<file path="config.mk">
export PLATFORM = sky130hd
export DESIGN_NAME = mips_ex_bjp_resolve_flat
export DESIGN_NICKNAME = d
export VERILOG_FILES = /design/src/rtl/mips_ex_bjp_resolve_pkg.sv /design/src/rtl/mips_ex_bjp_resolve_if.sv /design/src/rtl/mips_ex_bjp_resolve_sat_counter.sv /design/src/rtl/mips_ex_bjp_resolve.sv /design/src/flat_wrapper.sv
export SDC_FILE = /design/constraint.sdc
export NUM_CORES = 1
export LEC_CHECK = 0
export BUFFER_PORTS_ARGS = -buffer_cell sky130_fd_sc_hd__buf_2
export CAP_MARGIN = 15
export CORE_MARGIN = 3
export CORE_UTILIZATION = 28
export DETAILED_ROUTE_END_ITERATION = 8
export PLACE_DENSITY = 0.59
export SKIP_LAST_GASP = 1
export SYNTH_ARGS = -nofsm -noshare
export SYNTH_HDL_FRONTEND = slang
export SYNTH_SLANG_ARGS = --single-unit
</file>
<file path="constraint.sdc">
create_clock -name clk -period 2.8 [get_ports clk]
set_clock_uncertainty 0.1 [all_clocks]
set_input_delay 0.56 -clock clk [delete_from_list [all_inputs] [get_ports clk]]
set_output_delay 0.56 -clock clk [all_outputs]
set_load 0.1 [all_outputs]
</file>
<file path="src/rtl/mips_ex_bjp_resolve_pkg.sv">
// Shared types for EX-stage branch/jump resolution: widths, FSM states, target select.
// Combinational helpers only, no latency or flow-control implications.
package mips_ex_bjp_resolve_pkg;

  localparam int MIPS_ADDR_WIDTH = 32;
  localparam int MIPS_DATA_WIDTH = 32;
  localparam int JIDX_WIDTH      = 26;

  typedef enum logic {
    IDLE  = 1'b0,
    REDIR = 1'b1
  } bjp_state_t;

  typedef enum logic [1:0] {
    TGT_COND = 2'd0,
    TGT_JUMP = 2'd1,
    TGT_JR   = 2'd2
  } tgt_sel_t;

  // Pseudo-direct j/jal target: keep the top nibble of PC+4.
  function automatic logic [MIPS_ADDR_WIDTH-1:0] jump_target(
    input logic [MIPS_ADDR_WIDTH-1:0] pc_incr,
    input logic [JIDX_WIDTH-1:0]      jidx
  );
    return {pc_incr[MIPS_ADDR_WIDTH-1 -: 4], jidx, 2'b00};
  endfunction

endpackage

</file>
<file path="src/rtl/mips_ex_bjp_resolve_if.sv">
// EX-side branch operands plus the IF redirect valid/ready channel.
// The slave modport is the resolve stage; the master is the surrounding pipeline.
interface mips_ex_bjp_resolve_if;
  import mips_ex_bjp_resolve_pkg::*;

  logic                       ex_valid;
  logic                       ex_cond;
  logic                       ex_jump;
  logic                       ex_jr;
  logic                       alu_cmp_res;
  logic [MIPS_ADDR_WIDTH-1:0] bjp_pc_incr;
  logic [MIPS_DATA_WIDTH-1:0] bjp_imm;
  logic [MIPS_DATA_WIDTH-1:0] bjp_rs;
  logic [JIDX_WIDTH-1:0]      bjp_jidx;
  logic                       kill;
  logic                       redir_valid;
  logic                       redir_ready;
  logic [MIPS_ADDR_WIDTH-1:0] redir_pc;
  logic                       flush_younger;
  logic                       ex_stall;
  logic                       err_misalign;

  modport master (
    output ex_valid, ex_cond, ex_jump, ex_jr, alu_cmp_res,
           bjp_pc_incr, bjp_imm, bjp_rs, bjp_jidx, kill, redir_ready,
    input  redir_valid, redir_pc, flush_younger, ex_stall, err_misalign
  );

  modport slave (
    input  ex_valid, ex_cond, ex_jump, ex_jr, alu_cmp_res,
           bjp_pc_incr, bjp_imm, bjp_rs, bjp_jidx, kill, redir_ready,
    output redir_valid, redir_pc, flush_younger, ex_stall, err_misalign
  );

endinterface

</file>
<file path="src/rtl/mips_ex_bjp_resolve_sat_counter.sv">
// Saturating event counter; count visible one cycle after inc, clr has priority.
// No backpressure: holds at all-ones instead of wrapping.
module mips_sat_counter #(
  parameter int WIDTH = 32
) (
  input  logic             clk,
  input  logic             rst_n,
  input  logic             inc,
  input  logic             clr,
  output logic [WIDTH-1:0] cnt
);

  localparam logic [WIDTH-1:0] ONE = {{(WIDTH-1){1'b0}}, 1'b1};

  always_ff @(posedge clk or negedge rst_n) begin
    if (!rst_n) begin
      cnt <= '0;
    end else if (clr) begin
      cnt <= '0;
    end else if (inc && (cnt != '1)) begin
      cnt <= cnt + ONE;
    end
  end

endmodule

</file>
<file path="src/rtl/mips_ex_bjp_resolve.sv">
// Resolves EX branches/jumps (predict-not-taken) and raises a registered IF redirect one cycle later.
// Redirect is held with flush/stall until IF accepts it or a kill drops it.
module mips_ex_bjp_resolve
  import mips_ex_bjp_resolve_pkg::*;
#(
  parameter int CNT_WIDTH = 32
) (
  input  logic                 clk,
  input  logic                 rst_n,
  mips_ex_bjp_resolve_if.slave bjp,
  input  logic                 cnt_clr,
  output logic [CNT_WIDTH-1:0] bjp_cnt,
  output logic [CNT_WIDTH-1:0] taken_cnt
);

  bjp_state_t                 state_q;
  bjp_state_t                 state_d;
  tgt_sel_t                   tgt_sel;
  logic [MIPS_ADDR_WIDTH-1:0] target;
  logic [MIPS_ADDR_WIDTH-1:0] redir_pc_q;
  logic                       err_q;
  logic                       is_bjp;
  logic                       accept;
  logic                       taken;
  logic                       misalign;
  logic                       redir_go;

  // Wrong-path instructions arriving while a redirect is pending are never accepted.
  always_comb begin
    is_bjp   = bjp.ex_cond | bjp.ex_jump | bjp.ex_jr;
    accept   = bjp.ex_valid & is_bjp & (state_q == IDLE) & ~bjp.kill;
    taken    = bjp.ex_jump | bjp.ex_jr | (bjp.ex_cond & bjp.alu_cmp_res);
    misalign = bjp.ex_jr & (bjp.bjp_rs[1:0] != 2'b00);
    redir_go = accept & taken & ~misalign;
  end

  always_comb begin
    tgt_sel = TGT_COND;
    if (bjp.ex_jr) begin
      tgt_sel = TGT_JR;
    end else if (bjp.ex_jump) begin
      tgt_sel = TGT_JUMP;
    end
  end

  always_comb begin
    target = '0;
    case (tgt_sel)
      TGT_COND: target = bjp.bjp_pc_incr + (bjp.bjp_imm[MIPS_ADDR_WIDTH-1:0] << 2);
      TGT_JUMP: target = jump_target(bjp.bjp_pc_incr, bjp.bjp_jidx);
      TGT_JR:   target = bjp.bjp_rs[MIPS_ADDR_WIDTH-1:0];
      default:  target = '0;
    endcase
  end

  always_ff @(posedge clk or negedge rst_n) begin
    if (!rst_n) begin
      state_q <= IDLE;
    end else begin
      state_q <= state_d;
    end
  end

  always_comb begin
    state_d           = state_q;
    bjp.redir_valid   = 1'b0;
    bjp.flush_younger = 1'b0;
    bjp.ex_stall      = 1'b0;
    case (state_q)
      IDLE: begin
        if (redir_go) begin
          state_d = REDIR;
        end
      end
      REDIR: begin
        bjp.redir_valid   = 1'b1;
        bjp.flush_younger = 1'b1;
        bjp.ex_stall      = 1'b1;
        if (bjp.kill || bjp.redir_ready) begin
          state_d = IDLE;
        end
      end
      default: state_d = IDLE;
    endcase
  end

  // Target only loads on a new redirect, so it is stable for the whole request.
  always_ff @(posedge clk or negedge rst_n) begin
    if (!rst_n) begin
      redir_pc_q <= '0;
      err_q      <= 1'b0;
    end else begin
      err_q <= accept & misalign;
      if (redir_go) begin
        redir_pc_q <= target;
      end
    end
  end

  assign bjp.redir_pc     = redir_pc_q;
  assign bjp.err_misalign = err_q;

  mips_sat_counter #(.WIDTH(CNT_WIDTH)) u_bjp_cnt (
    .clk   (clk),
    .rst_n (rst_n),
    .inc   (accept),
    .clr   (cnt_clr),
    .cnt   (bjp_cnt)
  );

  mips_sat_counter #(.WIDTH(CNT_WIDTH)) u_taken_cnt (
    .clk   (clk),
    .rst_n (rst_n),
    .inc   (accept & taken),
    .clr   (cnt_clr),
    .cnt   (taken_cnt)
  );

  a_decode_onehot: assert property (@(posedge clk) disable iff (!rst_n)
    bjp.ex_valid |-> $onehot0({bjp.ex_cond, bjp.ex_jump, bjp.ex_jr}));

endmodule

</file>
<file path="src/flat_wrapper.sv">
// flat-port wrapper written by rule: the top's interface ports become plain ports
module mips_ex_bjp_resolve_flat import mips_ex_bjp_resolve_pkg::*;
#(
  parameter int CNT_WIDTH = 32
)
  (clk, rst_n, cnt_clr, bjp_cnt, taken_cnt, bjp_ex_valid, bjp_ex_cond, bjp_ex_jump, bjp_ex_jr, bjp_alu_cmp_res, bjp_bjp_pc_incr, bjp_bjp_imm, bjp_bjp_rs, bjp_bjp_jidx, bjp_kill, bjp_redir_ready, bjp_redir_valid, bjp_redir_pc, bjp_flush_younger, bjp_ex_stall, bjp_err_misalign);
  mips_ex_bjp_resolve_if bjp_i ();
  input  logic clk;
  input  logic rst_n;
  input  logic cnt_clr;
  output logic [CNT_WIDTH-1:0] bjp_cnt;
  output logic [CNT_WIDTH-1:0] taken_cnt;
  input wire logic [$bits(bjp_i.ex_valid)-1:0] bjp_ex_valid;
  input wire logic [$bits(bjp_i.ex_cond)-1:0] bjp_ex_cond;
  input wire logic [$bits(bjp_i.ex_jump)-1:0] bjp_ex_jump;
  input wire logic [$bits(bjp_i.ex_jr)-1:0] bjp_ex_jr;
  input wire logic [$bits(bjp_i.alu_cmp_res)-1:0] bjp_alu_cmp_res;
  input wire logic [$bits(bjp_i.bjp_pc_incr)-1:0] bjp_bjp_pc_incr;
  input wire logic [$bits(bjp_i.bjp_imm)-1:0] bjp_bjp_imm;
  input wire logic [$bits(bjp_i.bjp_rs)-1:0] bjp_bjp_rs;
  input wire logic [$bits(bjp_i.bjp_jidx)-1:0] bjp_bjp_jidx;
  input wire logic [$bits(bjp_i.kill)-1:0] bjp_kill;
  input wire logic [$bits(bjp_i.redir_ready)-1:0] bjp_redir_ready;
  output wire logic [$bits(bjp_i.redir_valid)-1:0] bjp_redir_valid;
  output wire logic [$bits(bjp_i.redir_pc)-1:0] bjp_redir_pc;
  output wire logic [$bits(bjp_i.flush_younger)-1:0] bjp_flush_younger;
  output wire logic [$bits(bjp_i.ex_stall)-1:0] bjp_ex_stall;
  output wire logic [$bits(bjp_i.err_misalign)-1:0] bjp_err_misalign;
  assign bjp_i.ex_valid = bjp_ex_valid;
  assign bjp_i.ex_cond = bjp_ex_cond;
  assign bjp_i.ex_jump = bjp_ex_jump;
  assign bjp_i.ex_jr = bjp_ex_jr;
  assign bjp_i.alu_cmp_res = bjp_alu_cmp_res;
  assign bjp_i.bjp_pc_incr = bjp_bjp_pc_incr;
  assign bjp_i.bjp_imm = bjp_bjp_imm;
  assign bjp_i.bjp_rs = bjp_bjp_rs;
  assign bjp_i.bjp_jidx = bjp_bjp_jidx;
  assign bjp_i.kill = bjp_kill;
  assign bjp_i.redir_ready = bjp_redir_ready;
  assign bjp_redir_valid = bjp_i.redir_valid;
  assign bjp_redir_pc = bjp_i.redir_pc;
  assign bjp_flush_younger = bjp_i.flush_younger;
  assign bjp_ex_stall = bjp_i.ex_stall;
  assign bjp_err_misalign = bjp_i.err_misalign;
  mips_ex_bjp_resolve #(.CNT_WIDTH(CNT_WIDTH)) u_core (.clk(clk), .rst_n(rst_n), .bjp(bjp_i), .cnt_clr(cnt_clr), .bjp_cnt(bjp_cnt), .taken_cnt(taken_cnt));
endmodule
</file>
==> results.yml, run 1 <==
floorplanning:
  die_h_um: 158
  rows: 54
  die_area_um2: 24900
  io_pins: 232
  core_area_um2: 22200
  start_util_pct: 29.1
  die_w_um: 158
job:
  cap_violations: 0
setup_path:
  slowest_delay_ps: 350
  r2r-end: "u_core.u_taken_cnt.cnt[31]"
  cp_common_cell: "a21oi_2"
  cp-start-kind: "input pin"
  path_buf_inv: 3
  rr_worst_depth: 10
  path_class: "input pin to flop"
  cpLargestDelayFamily: "compound AO/OA/AOI/OAI gates"
  path_max_fanout: 3
  crit_slowest_cell: "fa_2"
  end_kind: "flop"
  crit_chain: "buf_2, ha_1, inv_1, fa_2, nor2b_2, o31ai_4, a21oi_2, a41oi_2, a21oi_2, nor2_1, o21ai_1, buf_4, mux2i_1, nor3_1"
  worstPathArrival_ps: 2840
  reg2reg_slack_ps: 170
  cp.required_ps: 2940
  r2r-start: "u_core.u_taken_cnt.cnt[13]"
grt:
  grt_max_degree: 65
  grt_pass1_wl_mm: 33.6
  overflow: 0
  grt_pass1_vias: 6518
  antenna_found_initial: 3
  grt_use_total_pct: 16.9
power_and_ir_drop:
  power.density_nw_per_um2: 557
  p_comb_share_pct: 39.7
  pwr-share-seq_pct: 32.1
  ir_drop_mv: 0.373
  internal_power_mw: 2.83
  netSwitchingFraction_pct: 43.5
  p_sw_mw: 2.18
  p_clk_share_pct: 28.1
  fin_total_pwr_mw: 5.01
  leakagePower_nw: 4.36
worst_hold_path:
  hold_class: "input pin to flop"
  min-delay-start: "bjp_redir_ready"
  hold_depth: 4
  min_to: "u_core.state_q"
layout:
  layout.cells.most_common_list: "buf_2, nor2_1, nand2_1, buf_4, o21ai_0"
  syn_to_final_growth_pct: 39.2
  final_common_cell: "buf_2"
  finalNetCount: 1206
  instances_no_fill: 1329
  post-route-cell-area_um2: 8990
  drive_gt1_share_pct: 37.1
timing:
  hold_violations: 0
  fin_tns_setup_ps: 0
  rsz0062_at_grt: "yes"
  relSlewSlack_pct: 53.0
  finalSetupViolCount: 0
  period_needed_ps: 2700
  fmax_mhz: 371
  worstMarginPinSlew_ps: 705
  final_max_slew_viol_count: 0
  fin_crit_sh_pct: 96.3
route:
  antenna_left: 0
  wl_mm: 21.4
  route.detailed.wl_per_inst_um: 16.1
  first_pass_iters: 4
  route.detailed.drc: 0
  via_count: 6526
  routed_via_density: 4.91
  drt-initial-drc-count: 249
synthesis:
  synth_top_family_by_area: "simple AND/OR/NAND/NOR gates"
  synth_simple_gate_area_share_pct: 23.3
  synth-compound-area-share_pct: 16.8
  yosys.cell_types.count: 65
  ys_seq_elements: 98
  synthMuxAreaShare_pct: 2.63
  syn_area_per_cell_um2: 8.58
  synthCells: 753
  synthXorXnorAreaFrac_pct: 10.0
  synth_ff_type: "dfrtp_1"
  yosysWarnings: 0
  synth.net_count: 917
  synth_fa_ha_area_share_pct: 6.31
  synth_edf_count: 0
  seq_area_frac_synth_pct: 38.0
  synth-async-reset-ratio_pct: 100
  syn-cell-area_um2: 6460
placed_design:
  hpwlAfterDp_mm: 16.6
  placed_cells: 1306
  placed_area_um2: 8550
  port_buffers: 229
  routabilityCongestion: 0.871
outcome:
  outcome: "complete, no violations"
cts:
  cts_tree: "yes"
  clk_latency_ps: 350
  clockBufferDepth: 2
  cts_root_buf: "clkbuf_16"
  cts_buffers: 9
  htree_levels: 3
  path_clk_slew_ps: 80
  cts.sinks: 98
[stage by stage]
step	utilization [%]	hold slack, ps	setup slack (ps)
final	40.4	341	104
after global routing	40.4	362	-47.9
after CTS	40.0	330	17.7
after detailed placement	38.4	322	-500
after global placement	38.4	319	-510
after floorplan	-	164	2.84
[logic make-up (layout without fill, tap and decap cells)]
kind of cell	count (synthesis)	count (layout)
and+or+nand+nor	304	304
AOI/OAI and AO/OA	180	180
DFF	98	98
xor gates and xnor gates	74	74
buffers and inverters	48	342
adders and majority gates	32	32
muxes	17	17
other	0	2
[metal layers]
layer	vias to the layer above	track usage [%]	wire length, um	share of wire, %
met5	-	0	21	0.098
met4	4	5.74	499	2.3
met3	27	3.25	1340	6.2
met2	186	28.4	10000	47
met1	3039	21.7	9520	44
li1	3270	-	-	-
[layout make-up]
| class | count | area [um^2] |
|---|---|---|
| Antenna cell | 2 | 5.00 |
| Clock buffer | 9 | 225 |
| Clock inverter | 7 | 98.8 |
| Fill cell | 2261 | 13200 |
| Inverter | 14 | 52.6 |
| Multi-Input combinational cell | 607 | 3910 |
| Sequential cell | 98 | 2530 |
| Tap cell | 280 | 350 |
| Timing Repair Buffer | 312 | 1810 |
[power groups by stage]
| stage | registers, mW | clock network (mW) | logic (mW) |
|---|---|---|---|
| global route | 1.63 | 1.50 | 2.12 |
| floorplan | 2.54 | 0 | 0.520 |
| detailed placement | 1.64 | 0 | 1.98 |
| finish | 1.61 | 1.41 | 1.99 |
| CTS | 1.61 | 1.46 | 1.98 |
| global placement | 1.64 | 0 | 1.97 |
[synthesized netlist by cell type (9+ instances only)]
cell type  number  share of area, %
nand3_1        31               2.4
dfrtp_1        98                38
mux2i_1        17               2.6
nor2_1         87               5.1
inv_1          14              0.81
xor2_1         47               6.4
nand4_1        16               1.5
xnor2_1        27               3.7
ha_1           31               6.0
nor3_1          9              0.70
and3_1         11               1.1
o21ai_0        71               5.5
a21oi_1        41               3.2
nand2_1        83               4.8
and4_1         11               1.5
clkbuf_1       29               1.7
or3_1          17               1.6
a21o_1         13               1.5
[flip-flops by register name, summed over array words and instances (netlist names)]
signal / cells
u_core.bjp.redir_pc: 32
u_core.u_bjp_cnt.cnt: 32
u_core.u_taken_cnt.cnt: 32
u_core.bjp.err_misalign: 1
u_core.state_q: 1
[worst min-delay path: cells and delay by family]
kind                   cells  cell delay [ps]
AND/OR/NAND/NOR            3              120
buffers and inverters      1               70
[what timing repair did]
action,4_1_cts,5_1_grt
hold buffers,1,0
setup buffers,0,4
pin swaps,0,11
setup endpoints to repair,4,20
endpoints found under the hold margin,11,0
resized for setup,2,15
[worst max path at each step]
stage	from	endpoint	slack, ps	cells past startpoint
2_1_floorplan	u_core.u_bjp_cnt.cnt[13]	u_core.u_bjp_cnt.cnt[29]	3	9
3_3_place_gp	bjp_bjp_imm[0]	u_core.bjp.redir_pc[30]	-510	14
3_5_place_dp	bjp_bjp_imm[0]	u_core.bjp.redir_pc[30]	-500	14
4_1_cts	bjp_bjp_imm[0]	u_core.bjp.redir_pc[30]	20	14
5_1_grt	bjp_bjp_pc_incr[16]	u_core.bjp.redir_pc[25]	-50	11
6_report	bjp_bjp_imm[0]	u_core.bjp.redir_pc[30]	100	14
Note: power is estimated with default switching activity, not from simulation.
==> run 2: changes to the inputs <==
--- a/config.mk
+++ b/config.mk
@@ -10,7 +10,7 @@
 export CORE_MARGIN = 3
 export CORE_UTILIZATION = 28
 export DETAILED_ROUTE_END_ITERATION = 8
-export PLACE_DENSITY = 0.59
+export PLACE_DENSITY = 0.58
 export SKIP_LAST_GASP = 1
 export SYNTH_ARGS = -nofsm -noshare
 export SYNTH_HDL_FRONTEND = slang
==> run 2 against run 1 <==
Effect of this change: utilization shrank 0.27 points; register-to-register slack improved by 30 ps; critical endpoint is now u_core.bjp.redir_pc[19]; combinational power about the same; cell count about the same; largest power group unchanged; sequential power hardly changed; clock-buffer cell count unchanged; highest routed layer is now met4; worst setup slack gained 7.2 ps; total power is 2.4% lower.
==> results.yml, run 2 (synthesized netlist as in run 1, its figures left out) <==
timing:
  hold_violations: 0
  finalSetupViolCount: 0
  fin_crit_sh_pct: 96.0
  relSlewSlack_pct: 63.5
  fmax_mhz: 372
  rsz0062_at_grt: "yes"
  final_max_slew_viol_count: 0
  worstMarginPinSlew_ps: 551
  period_needed_ps: 2690
setup_path:
  reg2reg_slack_ps: 200
  worstPathArrival_ps: 2820
  cp-start-kind: "input pin"
  path_class: "input pin to flop"
  path_max_fanout: 4
  cp.required_ps: 2930
  end_kind: "flop"
route:
  wl_mm: 21.4
  route.detailed.wl_per_inst_um: 16.1
  via_count: 6532
  antenna_left: 0
  first_pass_iters: 4
  route.detailed.drc: 0
  routed_via_density: 4.92
  drt-initial-drc-count: 253
layout:
  layout.cells.most_common_list: "buf_2, nor2_1, buf_4, nand2_1, o21ai_0"
  instances_no_fill: 1328
  post-route-cell-area_um2: 8930
  final_common_cell: "buf_2"
  drive_gt1_share_pct: 37.2
  finalNetCount: 1206
  fillers: 2283
  syn_to_final_growth_pct: 38.2
power_and_ir_drop:
  leakagePower_nw: 4.32
  power.density_nw_per_um2: 547
  ir_drop_mv: 0.348
floorplanning:
  die_h_um: 158
  die_area_um2: 24900
  start_util_pct: 29.1
  rows: 54
  core_area_um2: 22200
  io_pins: 232
  die_w_um: 158
job:
  cap_violations: 0
cts:
  cts.sinks: 98
  cts_root_buf: "clkbuf_16"
  htree_levels: 3
  cts_buffers: 9
  cts_tree: "yes"
  path_clk_slew_ps: 80
  postCtsHoldBufs: 0
  clockBufferDepth: 2
  clk_latency_ps: 360
placed_design:
  placed_area_um2: 8550
  placed_cells: 1310
  hpwlAfterDp_mm: 17.0
  routabilityCongestion: 0.838
  port_buffers: 229
grt:
  antenna_found_initial: 0
  grt_max_degree: 52
  grt_use_total_pct: 17.0
  overflow: 0
  grt_pass1_vias: 6427
  grt_pass1_wl_mm: 33.7
outcome:
  outcome: "complete, no violations"
worst_hold_path:
  hold_class: "input pin to async pin"
==> run 2: what timing repair did <==
action,4_1_cts,5_1_grt
gates cloned,0,0
resized for setup,1,15
setup endpoints to repair,3,23
buffers inserted,0,1
pin swaps,0,6
==> run 2: metal layers <==
layer / global-route usage, % / vias up / wire length, um
met3: 4.32 / 22 / 1530
met4: 4.01 / 0 / 327
met1: 22.1 / 3046 / 9450
li1: - / 3262 / -
met2: 28.4 / 202 / 10100
met5: 0 / - / 0
==> run 2: power breakdown <==
group	internal [mW]	leakage [nW]	switching (mW)
Clock	0.633	0.147	0.654
Sequential	1.54	1.24	0.0704
Combinational	0.504	2.94	1.49
Total	2.68	4.32	2.21
==> run 2: critical path: stages <==
cell and delay (ps):
buf_2 100, ha_1 330, a2111oi_0 470, a21oi_1 150, o211ai_1 140, nand3_1 130, o21ai_1 250, xor2_1 170
nor2_1 50, a211oi_1 330, o21ai_0 140
==> run 2: stage by stage <==
step           utilization, %  setup TNS, ps  hold WS (ps)  worst slack (ps)  power, mW
2_1_floorplan               -              0           164              2.84       3.06
3_3_place_gp             38.5          -4400           349              -437       3.62
3_5_place_dp             38.5          -5280           362              -435       3.62
4_1_cts                  39.8              0          16.3              2.87       4.93
5_1_grt                  40.2           -158          22.1             -58.1       5.13
6_report                 40.2              0          12.8               111       4.89
==> run 2: cell type report <==
type	instances	area [um^2]	area share, %
Sequential cell	98	2530	28.4
Timing Repair Buffer	312	1780	20.0
Multi-Input combinational cell	607	3910	43.8
Antenna cell	1	2.50	0.0280
Tap cell	280	350	3.92
Inverter	14	52.6	0.588
Clock buffer	9	225	2.52
Clock inverter	7	73.8	0.827
==> run 2: worst paths after layout <==
| kind | from | to | cells after the start |
|---|---|---|---|
| max | bjp_bjp_imm[6] | u_core.bjp.redir_pc[19] | 11 |
| min in group clk | bjp_bjp_pc_incr[1] | u_core.bjp.redir_pc[1] | 3 |
| min reg2reg | u_core.bjp.redir_pc[1] | u_core.bjp.redir_pc[1] | 2 |
| min | rst_n | u_core.u_bjp_cnt.cnt[4] | 1 |
| max reg2reg | u_core.state_q | u_core.u_taken_cnt.cnt[26] | 9 |
| max in group asynchronous | rst_n | u_core.u_bjp_cnt.cnt[24] | 2 |
